**src/rtl/pulse_stretch_pkg.sv**
```systemverilog
// Shared types and elaboration-time helpers for the LED pulse stretcher.
// Optional queueing is selected in pulse_stretch with `PULSE_STRETCH_QUEUE_EN.
package pulse_stretch_pkg;

  typedef enum logic [1:0] {
    IDLE = 2'd0,
    ON   = 2'd1,
    GAP  = 2'd2
  } ps_state_t;

  function automatic int max_int(input int a, input int b);
    return (a > b) ? a : b;
  endfunction

  // 64-bit intermediate: ms * Hz overflows 32 bits at realistic clock rates.
  function automatic int ms_to_cycles(input int ms, input int freq_hz);
    longint cycles;
    cycles = longint'(ms) * longint'(freq_hz) / 64'sd1000;
    return int'(cycles);
  endfunction

endpackage

```
**src/rtl/pulse_stretch_rise_detect.sv**
```systemverilog
// Rising-edge detector: one registered copy of d, rise = d & ~d_q.
// A level held high produces exactly one rise pulse.
module rise_detect (
  input  logic clk,
  input  logic rst,
  input  logic d,
  output logic rise
);

  logic d_q;
  logic d_d;

  always_comb begin
    d_d = d;
  end

  always_ff @(posedge clk) begin
    if (rst) begin
      d_q <= 1'b0;
    end else begin
      d_q <= d_d;
    end
  end

  assign rise = d & ~d_q;

endmodule

```
**src/rtl/pulse_stretch.sv**
```systemverilog
// Stretches event strobes into LED pulses with a minimum on-time and off-gap.
// Define PULSE_STRETCH_QUEUE_EN to queue events that arrive while a pulse is shown.
module pulse_stretch
  import pulse_stretch_pkg::*;
#(
  parameter int CLKPD_NS   = 10,
  parameter int CLKFREQ    = 1_000_000_000 / CLKPD_NS,
  parameter int ON_MS      = 100,
  parameter int OFF_MS     = 50,
  parameter int ON_CYCLES  = ms_to_cycles(ON_MS, CLKFREQ),
  parameter int OFF_CYCLES = ms_to_cycles(OFF_MS, CLKFREQ),
  parameter int PEND_MAX   = 7,
  parameter int CTRBITS    = $clog2(max_int(ON_CYCLES, OFF_CYCLES) + 1),
  parameter int PENDBITS   = $clog2(PEND_MAX + 1)
) (
  input  logic                clk,
  input  logic                rst,
  input  logic                ev,
  output logic                led,
  output logic                busy,
  output logic [PENDBITS-1:0] pending,
  output logic                ovf
);

  localparam logic [CTRBITS-1:0] ON_LAST  = CTRBITS'(ON_CYCLES - 1);
  localparam logic [CTRBITS-1:0] OFF_LAST = CTRBITS'(OFF_CYCLES - 1);

  logic               ev_rise;
  ps_state_t          state_q, state_d;
  logic [CTRBITS-1:0] timer_q, timer_d;
  logic               led_q, led_d;
  logic               busy_q, busy_d;
  logic               ovf_q, ovf_d;
  logic               extra_ev;

`ifdef PULSE_STRETCH_QUEUE_EN
  localparam logic [PENDBITS-1:0] PEND_FULL = PENDBITS'(PEND_MAX);
  logic [PENDBITS-1:0] pending_q, pending_d;
`endif

  rise_detect u_rise_detect (
    .clk  (clk),
    .rst  (rst),
    .d    (ev),
    .rise (ev_rise)
  );

  always_comb begin
    state_d  = state_q;
    timer_d  = timer_q + 1'b1;
    ovf_d    = ovf_q;
    extra_ev = 1'b0;
`ifdef PULSE_STRETCH_QUEUE_EN
    pending_d = pending_q;
`endif

    unique case (state_q)
      IDLE: begin
        timer_d = '0;
        if (ev_rise) begin
          state_d = ON;
        end
      end
      ON: begin
        extra_ev = ev_rise;
        if (timer_q == ON_LAST) begin
          state_d = GAP;
          timer_d = '0;
        end
      end
      GAP: begin
        if (timer_q == OFF_LAST) begin
          timer_d = '0;
          // An event landing on the last gap cycle is shown immediately, so the
          // queue depth is left untouched (take one, add one).
          if (ev_rise) begin
            state_d = ON;
          end
`ifdef PULSE_STRETCH_QUEUE_EN
          else if (pending_q != '0) begin
            state_d   = ON;
            pending_d = pending_q - 1'b1;
          end
`endif
          else begin
            state_d = IDLE;
          end
        end else begin
          extra_ev = ev_rise;
        end
      end
      default: begin
        state_d = IDLE;
        timer_d = '0;
      end
    endcase

    if (extra_ev) begin
`ifdef PULSE_STRETCH_QUEUE_EN
      if (pending_q == PEND_FULL) begin
        ovf_d = 1'b1;
      end else begin
        pending_d = pending_q + 1'b1;
      end
`else
      ovf_d = 1'b1;
`endif
    end

    led_d  = (state_d == ON);
    busy_d = (state_d != IDLE);
  end

  always_ff @(posedge clk) begin
    if (rst) begin
      state_q <= IDLE;
      timer_q <= '0;
      led_q   <= 1'b0;
      busy_q  <= 1'b0;
      ovf_q   <= 1'b0;
    end else begin
      state_q <= state_d;
      timer_q <= timer_d;
      led_q   <= led_d;
      busy_q  <= busy_d;
      ovf_q   <= ovf_d;
    end
  end

`ifdef PULSE_STRETCH_QUEUE_EN
  always_ff @(posedge clk) begin
    if (rst) begin
      pending_q <= '0;
    end else begin
      pending_q <= pending_d;
    end
  end

  assign pending = pending_q;
`else
  assign pending = '0;
`endif

  assign led  = led_q;
  assign busy = busy_q;
  assign ovf  = ovf_q;

endmodule

```
**config.mk**
```make
export PLATFORM = sky130hd
export DESIGN_NAME = pulse_stretch
export DESIGN_NICKNAME = d
export VERILOG_FILES = /design/src/rtl/pulse_stretch_pkg.sv /design/src/rtl/pulse_stretch_rise_detect.sv /design/src/rtl/pulse_stretch.sv
export SDC_FILE = /design/constraint.sdc
export NUM_CORES = 1
export LEC_CHECK = 0
export CAP_MARGIN = 20
export CELL_PAD_IN_SITES_DETAIL_PLACEMENT = 0
export CELL_PAD_IN_SITES_GLOBAL_PLACEMENT = 1
export CORE_ASPECT_RATIO = 0.5
export CORE_MARGIN = 2
export CORE_UTILIZATION = 48
export DETAILED_ROUTE_END_ITERATION = 8
export GPL_ROUTABILITY_DRIVEN = 0
export GPL_TIMING_DRIVEN = 0
export PLACE_DENSITY = 0.91
export SKIP_CTS_REPAIR_TIMING = 1
export SYNTH_ARGS = -nofsm -noshare
export SYNTH_HDL_FRONTEND = slang
export SYNTH_SLANG_ARGS = --single-unit
```
**constraint.sdc**
```tcl
create_clock -name clk -period 2.68 [get_ports clk]
set_input_delay 0.402 -clock clk [delete_from_list [all_inputs] [get_ports clk]]
set_output_delay 0.402 -clock clk [all_outputs]
set_load 0.01 [all_outputs]
```
==> summary.md, run 1 <==
| Metric | Value |
|---|---|
| Run status | complete, no violations |
| Maximum clock frequency | about 0.47 GHz |
| Die Outline Area | between 3000 and 4000 um2 |
| Placed inst area | 1619 um2 |
| Num ports | 9 |
| PwrDens | 490.4 nW/um2 |
| Seq pwr share | between 50% and 60% |
| Longest Clk Path Bufs | 2 |
| Inserted Diodes | 0 |
| Number of nets with antenna violations after routing | 0 |
| Largest net degree at the start of global routing | 11 |
| Worst-path clk slew | 0.06 ns |
| Average size of a mapped cell | 8.997 um2 |
| WL/cell | 12.18 um |
| Mapped cell area | 1511 um2 |
| Nets | 190 |
| Layout area overhead | 12.17% |
| Int Pwr | around 0.65 mW |
| First-pass GRT wire length | 4857 um |
| DRC | 0 |
| Min Clock Period, post-route | about 2.1 ns |
| Clock group share of total power | 40.1% |
| Post-synth top cells | dfxtp_1 (30), nor2_1 (27), xnor2_1 (13) |
| Pins over their slew limit | 0 |
| H-tree depth | 2 |
| Synth async-reset ratio | 0% |
| Port buffer count | 5 |
| Initial Util | between 50% and 60% |
| Cells after Synth | between 150 and 200 |
| Critical Path Fanout Max | 10 |
| CTS tree | yes |
| Crit end category | flop |
| Number of synthesized flops with an enable pin | 0 |
| Hold Crit Class | flop to flop |
| CP required | about 2.9 ns |
| Kind of critical path | flop to flop |
| Clock Skew | 0.004810 ns |
| RSZ-0062 raised after global routing | false |
| Layout cells sized above 1 | about a tenth |
| Prevailing post-synth register cell | dfxtp_1 |
| Iter 0 DRT Violations | 60 |
| Final instance area | around 1700 um2 |
| Die width | 83.36 um |
| Tot GR Track Use | 17.38% |
| DR vias | 1169 |
| Top cells by area, synth | dfxtp_1 (40%), xnor2_1 (7.5%), nor2_1 (6.7%) |
| CTS Root Cell | clkbuf_8 |
| Netlist cell types | 41 |
| Row count | 14 |
| Clk sinks | 30 |
| Net Sw Frac | 21.75% |
| Vias in the first global route | 1017 |
| Final WL | 2704 um |
| Worst VDD drop | between 200 and 250 uV |
| Biggest area consumer among synthesized cells | dfxtp_1 |
| Setup_tns | 0 ns |
| Arrival @ worst endpoint | 2.29 ns |
| Count of final setup violators | 0 |
| Final Cycle Share | 79.21% |
| Hpwl dp | roughly 2000 um |
| Ys Warns | 0 |
| Clk_lat worst skew | 0.28 ns |
| Reg-to-reg slack, setup | 0.56 ns |
| LEAKAGE | 0.5473 nW |
| Tot Pwr | 0.8314 mW |
| Inserted Clock Buffers | 5 |
| Total gr overflow | 0 |
| Switch Pwr | ~0.18 mW |
| Fillers | 270 |
| Synth Register Bits | 30 |
| Yosys top cell area share | 39.74% |
| Logic pwr share | 5.1% |
| Initial antenna violation count | 0 |
| CP startpoint kind | flop |
| Hold Fails Final Rpt | 0 |
| Via density | 5.266 |
| 1st-pass router iterations | 4 |
| Count leader, synth | dfxtp_1 |
| CORE AREA | 2995 um2 |
| Max-cap viol count | 0 |
| Register area share after synthesis | 39.74% |
| Die Y | roughly 44 um |
[cells in the final DEF (no fill, tap or decap), types with 2 or more instances in the layout]
master,instances
a21oi_1,2
and4_1,2
buf_2,4
buf_4,3
clkbuf_1,3
clkbuf_8,5
clkdlybuf4s50_1,5
conb_1,3
dfxtp_1,30
ha_1,5
inv_1,7
nand2_1,10
nand3_1,8
nand4_1,4
nand4bb_1,2
nor2_1,27
nor2b_1,3
nor3_1,7
nor4_1,6
nor4_4,2
or4b_1,2
xnor2_1,13
xor2_1,9
[kinds of logic after synthesis]
family,after synthesis,synth area share [%]
other cells,1,0.2481
compound gates,15,8.527
flops,30,39.74
simple gates,80,29.80
buf+inv,15,4.801
xor+xnor,22,12.75
fa+ha+maj,5,4.139
[critical path, cell delays in order, from the launching register on]
cell	delay [ns]
dfxtp_1	0.34
or4b_1	0.51
nor4_1	0.37
a31oi_1	0.21
o21ai_2	0.24
buf_2	0.26
nor2_1	0.08
[sequential cells by signal, indices dropped and copies added, names as in the netlist]
register           flops
u_rise_detect.d_q      1
led                    1
state_q                2
busy                   1
ovf                    1
timer_q               24
[metal layers]
layer  part of all wire (%)  vias to the layer above  GRT usage, %
met5                      0                        -             0
met4                    1.4                        0         7.869
met3                    5.1                        5         6.476
met2                     42                       26         25.65
met1                     52                      533         23.09
li1                       -                      605             -
[metrics by stage]
stage / setup WS [ns] / cells / hold slack, ns / util, %
after floorplan: 0.9020 / 170 / 0.4261 / -
after global placement: 0.5467 / 215 / 0.4350 / 54.05
after detailed placement: 0.5687 / 215 / 0.4409 / 54.05
after CTS: 0.5522 / 222 / 0.4491 / 56.60
after global routing: 0.4291 / 222 / 0.4865 / 56.60
final: 0.5572 / 222 / 0.4449 / 56.60
[worst paths after layout]
kind / from / endpoint / cells past startpoint
worst max-delay path: timer_q[14]$_SDFF_PP0_ / timer_q[8]$_SDFF_PP0_ / 6
worst min-delay path: ovf$_SDFFE_PP0P_ / ovf$_SDFFE_PP0P_ / 2
worst max register to register: timer_q[14]$_SDFF_PP0_ / timer_q[8]$_SDFF_PP0_ / 6
worst min register to register: ovf$_SDFFE_PP0P_ / ovf$_SDFFE_PP0P_ / 2
[area by class of cell]
| type | instances | area [um2] | share of cell area (%) |
|---|---|---|---|
| buffer | 8 | 46.29 | 2.731 |
| clock buffer | 7 | 76.32 | 4.502 |
| inverter | 7 | 26.28 | 1.550 |
| multi-input combinational | 125 | 845.8 | 49.89 |
| sequential | 30 | 600.6 | 35.42 |
| tap | 40 | 50.05 | 2.952 |
| timing repair buffer | 5 | 50.05 | 2.952 |
[power groups by stage]
stage | combinational [mW] | clock (mW) | sequential [mW]
after floorplan | 0.0261 | 0 | 0.465
after global routing | 0.0466 | 0.366 | 0.455
after detailed placement | 0.0423 | 0 | 0.465
after global placement | 0.0418 | 0 | 0.464
after CTS | 0.0425 | 0.346 | 0.455
final | 0.0427 | 0.334 | 0.455
Power figures use the tool's default switching activity.
==> run 2, diff against run 1 <==
--- a/config.mk
+++ b/config.mk
@@ -10,11 +10,11 @@
 export CELL_PAD_IN_SITES_GLOBAL_PLACEMENT = 1
 export CORE_ASPECT_RATIO = 0.5
 export CORE_MARGIN = 2
-export CORE_UTILIZATION = 48
+export CORE_UTILIZATION = 44
 export DETAILED_ROUTE_END_ITERATION = 8
 export GPL_ROUTABILITY_DRIVEN = 0
 export GPL_TIMING_DRIVEN = 0
-export PLACE_DENSITY = 0.91
+export PLACE_DENSITY = 0.85
 export SKIP_CTS_REPAIR_TIMING = 1
 export SYNTH_ARGS = -nofsm -noshare
 export SYNTH_HDL_FRONTEND = slang
==> constraint.sdc (replaced) <==
create_clock -name clk -period 2 [get_ports clk]
set_input_delay 0.3 -clock clk [delete_from_list [all_inputs] [get_ports clk]]
set_output_delay 0.3 -clock clk [all_outputs]
set_load 0.01 [all_outputs]
==> run 2 against run 1 <==
Sequential cell count did not move. Sequential power rose by 34%. Final cell count rose by 0.45%. Worst hold slack improved by 0.0014 ns. Largest power group unchanged. Highest routed layer unchanged.
==> summary.md, run 2 (synthesized netlist as in run 1, its figures left out) <==
| Metric | Value |
|---|---|
| Max-cap viol count | 0 (unchanged) |
| Clock Skew | 0.007495 ns (+0.002685 ns) |
| WL/cell | 12.77 um (+4.9%) |
| Biggest regs | timer_q: 24 flops, state_q: 2 flops |
| Final hold slack | 0.4463 ns (+0.001407 ns) |
| 1st-pass router iterations | 4 (unchanged) |
| Buf+Inv Stages, Crit Path | 2 (+1) |
| Iter 0 DRT Violations | 38 (-37%) |
| Worst-path clk slew | 0.06 ns (about the same) |
| RSZ-0062 raised after global routing | true |
| Slowest CP cell | or4_4 |
| Die width | 86.89 um (+4.2%) |
| Placed inst area | 1619 um2 (unchanged) |
| Count of final setup violators | 0 (unchanged) |
| Layout area overhead | 17.80% |
| Most frequent cells in the layout | dfxtp_1 (29), nor2_1 (27), xnor2_1 (13), nand2_1 (10), xor2_1 (9) |
| First-pass GRT wire length | 4685 um (-3.5%) |
| DRC | 0 (unchanged) |
| Min-delay src | ovf$_SDFFE_PP0P_ |
| CTS tree | yes |
| Tot Pwr | 1.114 mW (+34%) |
| Nets | 191 (+0.53%) |
| CP peak stage delay | 0.57 ns (+0.06 ns) |
| R2R Path End | timer_q[14]$_SDFF_PP0_ |
| Setup_tns | 0 ns (unchanged) |
| H-tree depth | 2 (unchanged) |
| CORE AREA | 3136 um2 (+4.7%) |
| Critical Path Fanout Max | 10 (unchanged) |
| CP required | 2.16 ns (-0.69 ns) |
| CP cell instances | or4_4 > nor4_4 > buf_4 > a21boi_4 > o21ai_4 > buf_6 > nor2_1 |
| PwrDens | 625.7 nW/um2 (+28%) |
| Clk sinks | 30 (unchanged) |
| DR vias | 1179 (+0.86%) |
| Worst VDD drop | 248.2 uV (+7.9%) |
| Max reg flops | 24 (unchanged) |
| Min Clock Period, post-route | 1.947 ns (-0.1755 ns) |
| Reg-to-reg slack, setup | 0.05 ns (-0.50 ns) |
| Num ports | 9 (unchanged) |
| Clk_lat worst skew | 0.27 ns (about the same) |
| Pins over their slew limit | 0 (unchanged) |
| Hold Crit Class | flop to flop |
| CTS Root Cell | clkbuf_8 |
| Critical Path Source | timer_q[21]$_SDFF_PP0_ |
| CP startpoint kind | flop |
| Layout cells sized above 1 | 15.85% (+5.4 points) |
| Arrival @ worst endpoint | 2.11 ns (-0.18 ns) |
| Inserted Clock Buffers | 5 (unchanged) |
| Largest reg by FF count | timer_q |
| WP depth | 7 (+1) |
| Cell family contributing the most delay on the critical path | simple AND/OR/NAND/NOR gates |
| Via density | 5.287 (+0.40%) |
| Die Outline Area | 3948 um2 (+8.4%) |
| Hold Path Stages | 2 (unchanged) |
| Tot GR Track Use | 15.87% (-1.5 points) |
| Largest net degree at the start of global routing | 11 (unchanged) |
| Row count | 14 (unchanged) |
| Inserted Diodes | 0 (unchanged) |
| Port buffer count | 5 (unchanged) |
| Initial antenna violation count | 0 (unchanged) |
| Worst setup path end | timer_q[14]$_SDFF_PP0_ |
| Initial Util | 48.20% (-2.3 points) |
| Kind of critical path | flop to flop |
| Hpwl dp | 1992 um (+1.1%) |
| Total gr overflow | 0 (unchanged) |
| Final instance area | 1780 um2 (+5.0%) |
| Fin util | 56.78% (+0.18 points) |
| R2r worst-path depth | 7 (+1) |
| Reg-to-Reg Start | timer_q[21]$_SDFF_PP0_ |
| Die Y | 45.45 um (+4.0%) |
| Number of nets with antenna violations after routing | 0 (unchanged) |
| Run status | complete, no violations |
| LEAKAGE | 0.5807 nW (+6.1%) |
| Vias in the first global route | 1024 (+0.69%) |
| Hold Fails Final Rpt | 0 (unchanged) |
| Maximum clock frequency | 0.5135 GHz (+9.0%) |
| Final Cycle Share | 97.37% (+18 points) |
| Final WL | 2848 um (+5.3%) |
| Most common cell after layout, fill and taps aside | dfxtp_1 |
| Crit end category | flop |
| Longest Clk Path Bufs | 2 (unchanged) |
[run 2: changes by cell type in the layout (fill, tap and decap cells not counted), moves of 2 or more]
cell | before | now
nor4_1 | 6 | 3
buf_2 | 4 | 2
buf_6 | 0 | 2
nor4_2 | 0 | 2
[run 2: how the worst min path moves through the flow]
stage / to / slack (ns)
2_1_floorplan: ovf$_SDFFE_PP0P_ / 0.37
3_3_place_gp: ovf$_SDFFE_PP0P_ / 0.43
3_5_place_dp: ovf$_SDFFE_PP0P_ / 0.44
4_1_cts: ovf$_SDFFE_PP0P_ / 0.45
5_1_grt: ovf$_SDFFE_PP0P_ / 0.49
6_report: ovf$_SDFFE_PP0P_ / 0.45
[run 2: power breakdown]
part	internal, mW	switching (mW)	total, mW
clock	0.239	0.205	0.444
combinational	0.0297	0.0311	0.0608
sequential	0.605	0.00424	0.609
[run 2: area by class of cell]
cell class | instances | area [um2]
Multi-Input combinational cell | 125 | 909.6
Clock buffer | 7 | 76.32
Tap cell | 40 | 50.05
Inverter | 7 | 26.28
Fill cell | 278 | 1355
Sequential cell | 30 | 601.8
Buffer | 8 | 58.81
Timing Repair Buffer | 6 | 57.56
[run 2: through the flow]
stage	setup slack, ns	cells
after floorplan	0.2220	170
final	0.05266	223
after global routing	-0.03947	223
after detailed placement	-0.1476	215
after CTS	-0.1663	222
after global placement	-0.1560	215
[run 2: worst register-to-register path, stage by stage, from the launching register on]
cell and delay [ns]:
dfxtp_2 0.34, or4_4 0.57, nor4_4 0.21, buf_4 0.17
a21boi_4 0.08, o21ai_4 0.23, buf_6 0.18, nor2_1 0.05
[run 2: layer usage]
metal	track usage [%]	vias to the layer above	part of all wire [%]
li1	-	605	-
met1	21.07	550	54
met2	23.97	19	41
met3	5.435	5	3.9
met4	6.563	0	1.3
met5	0	-	0
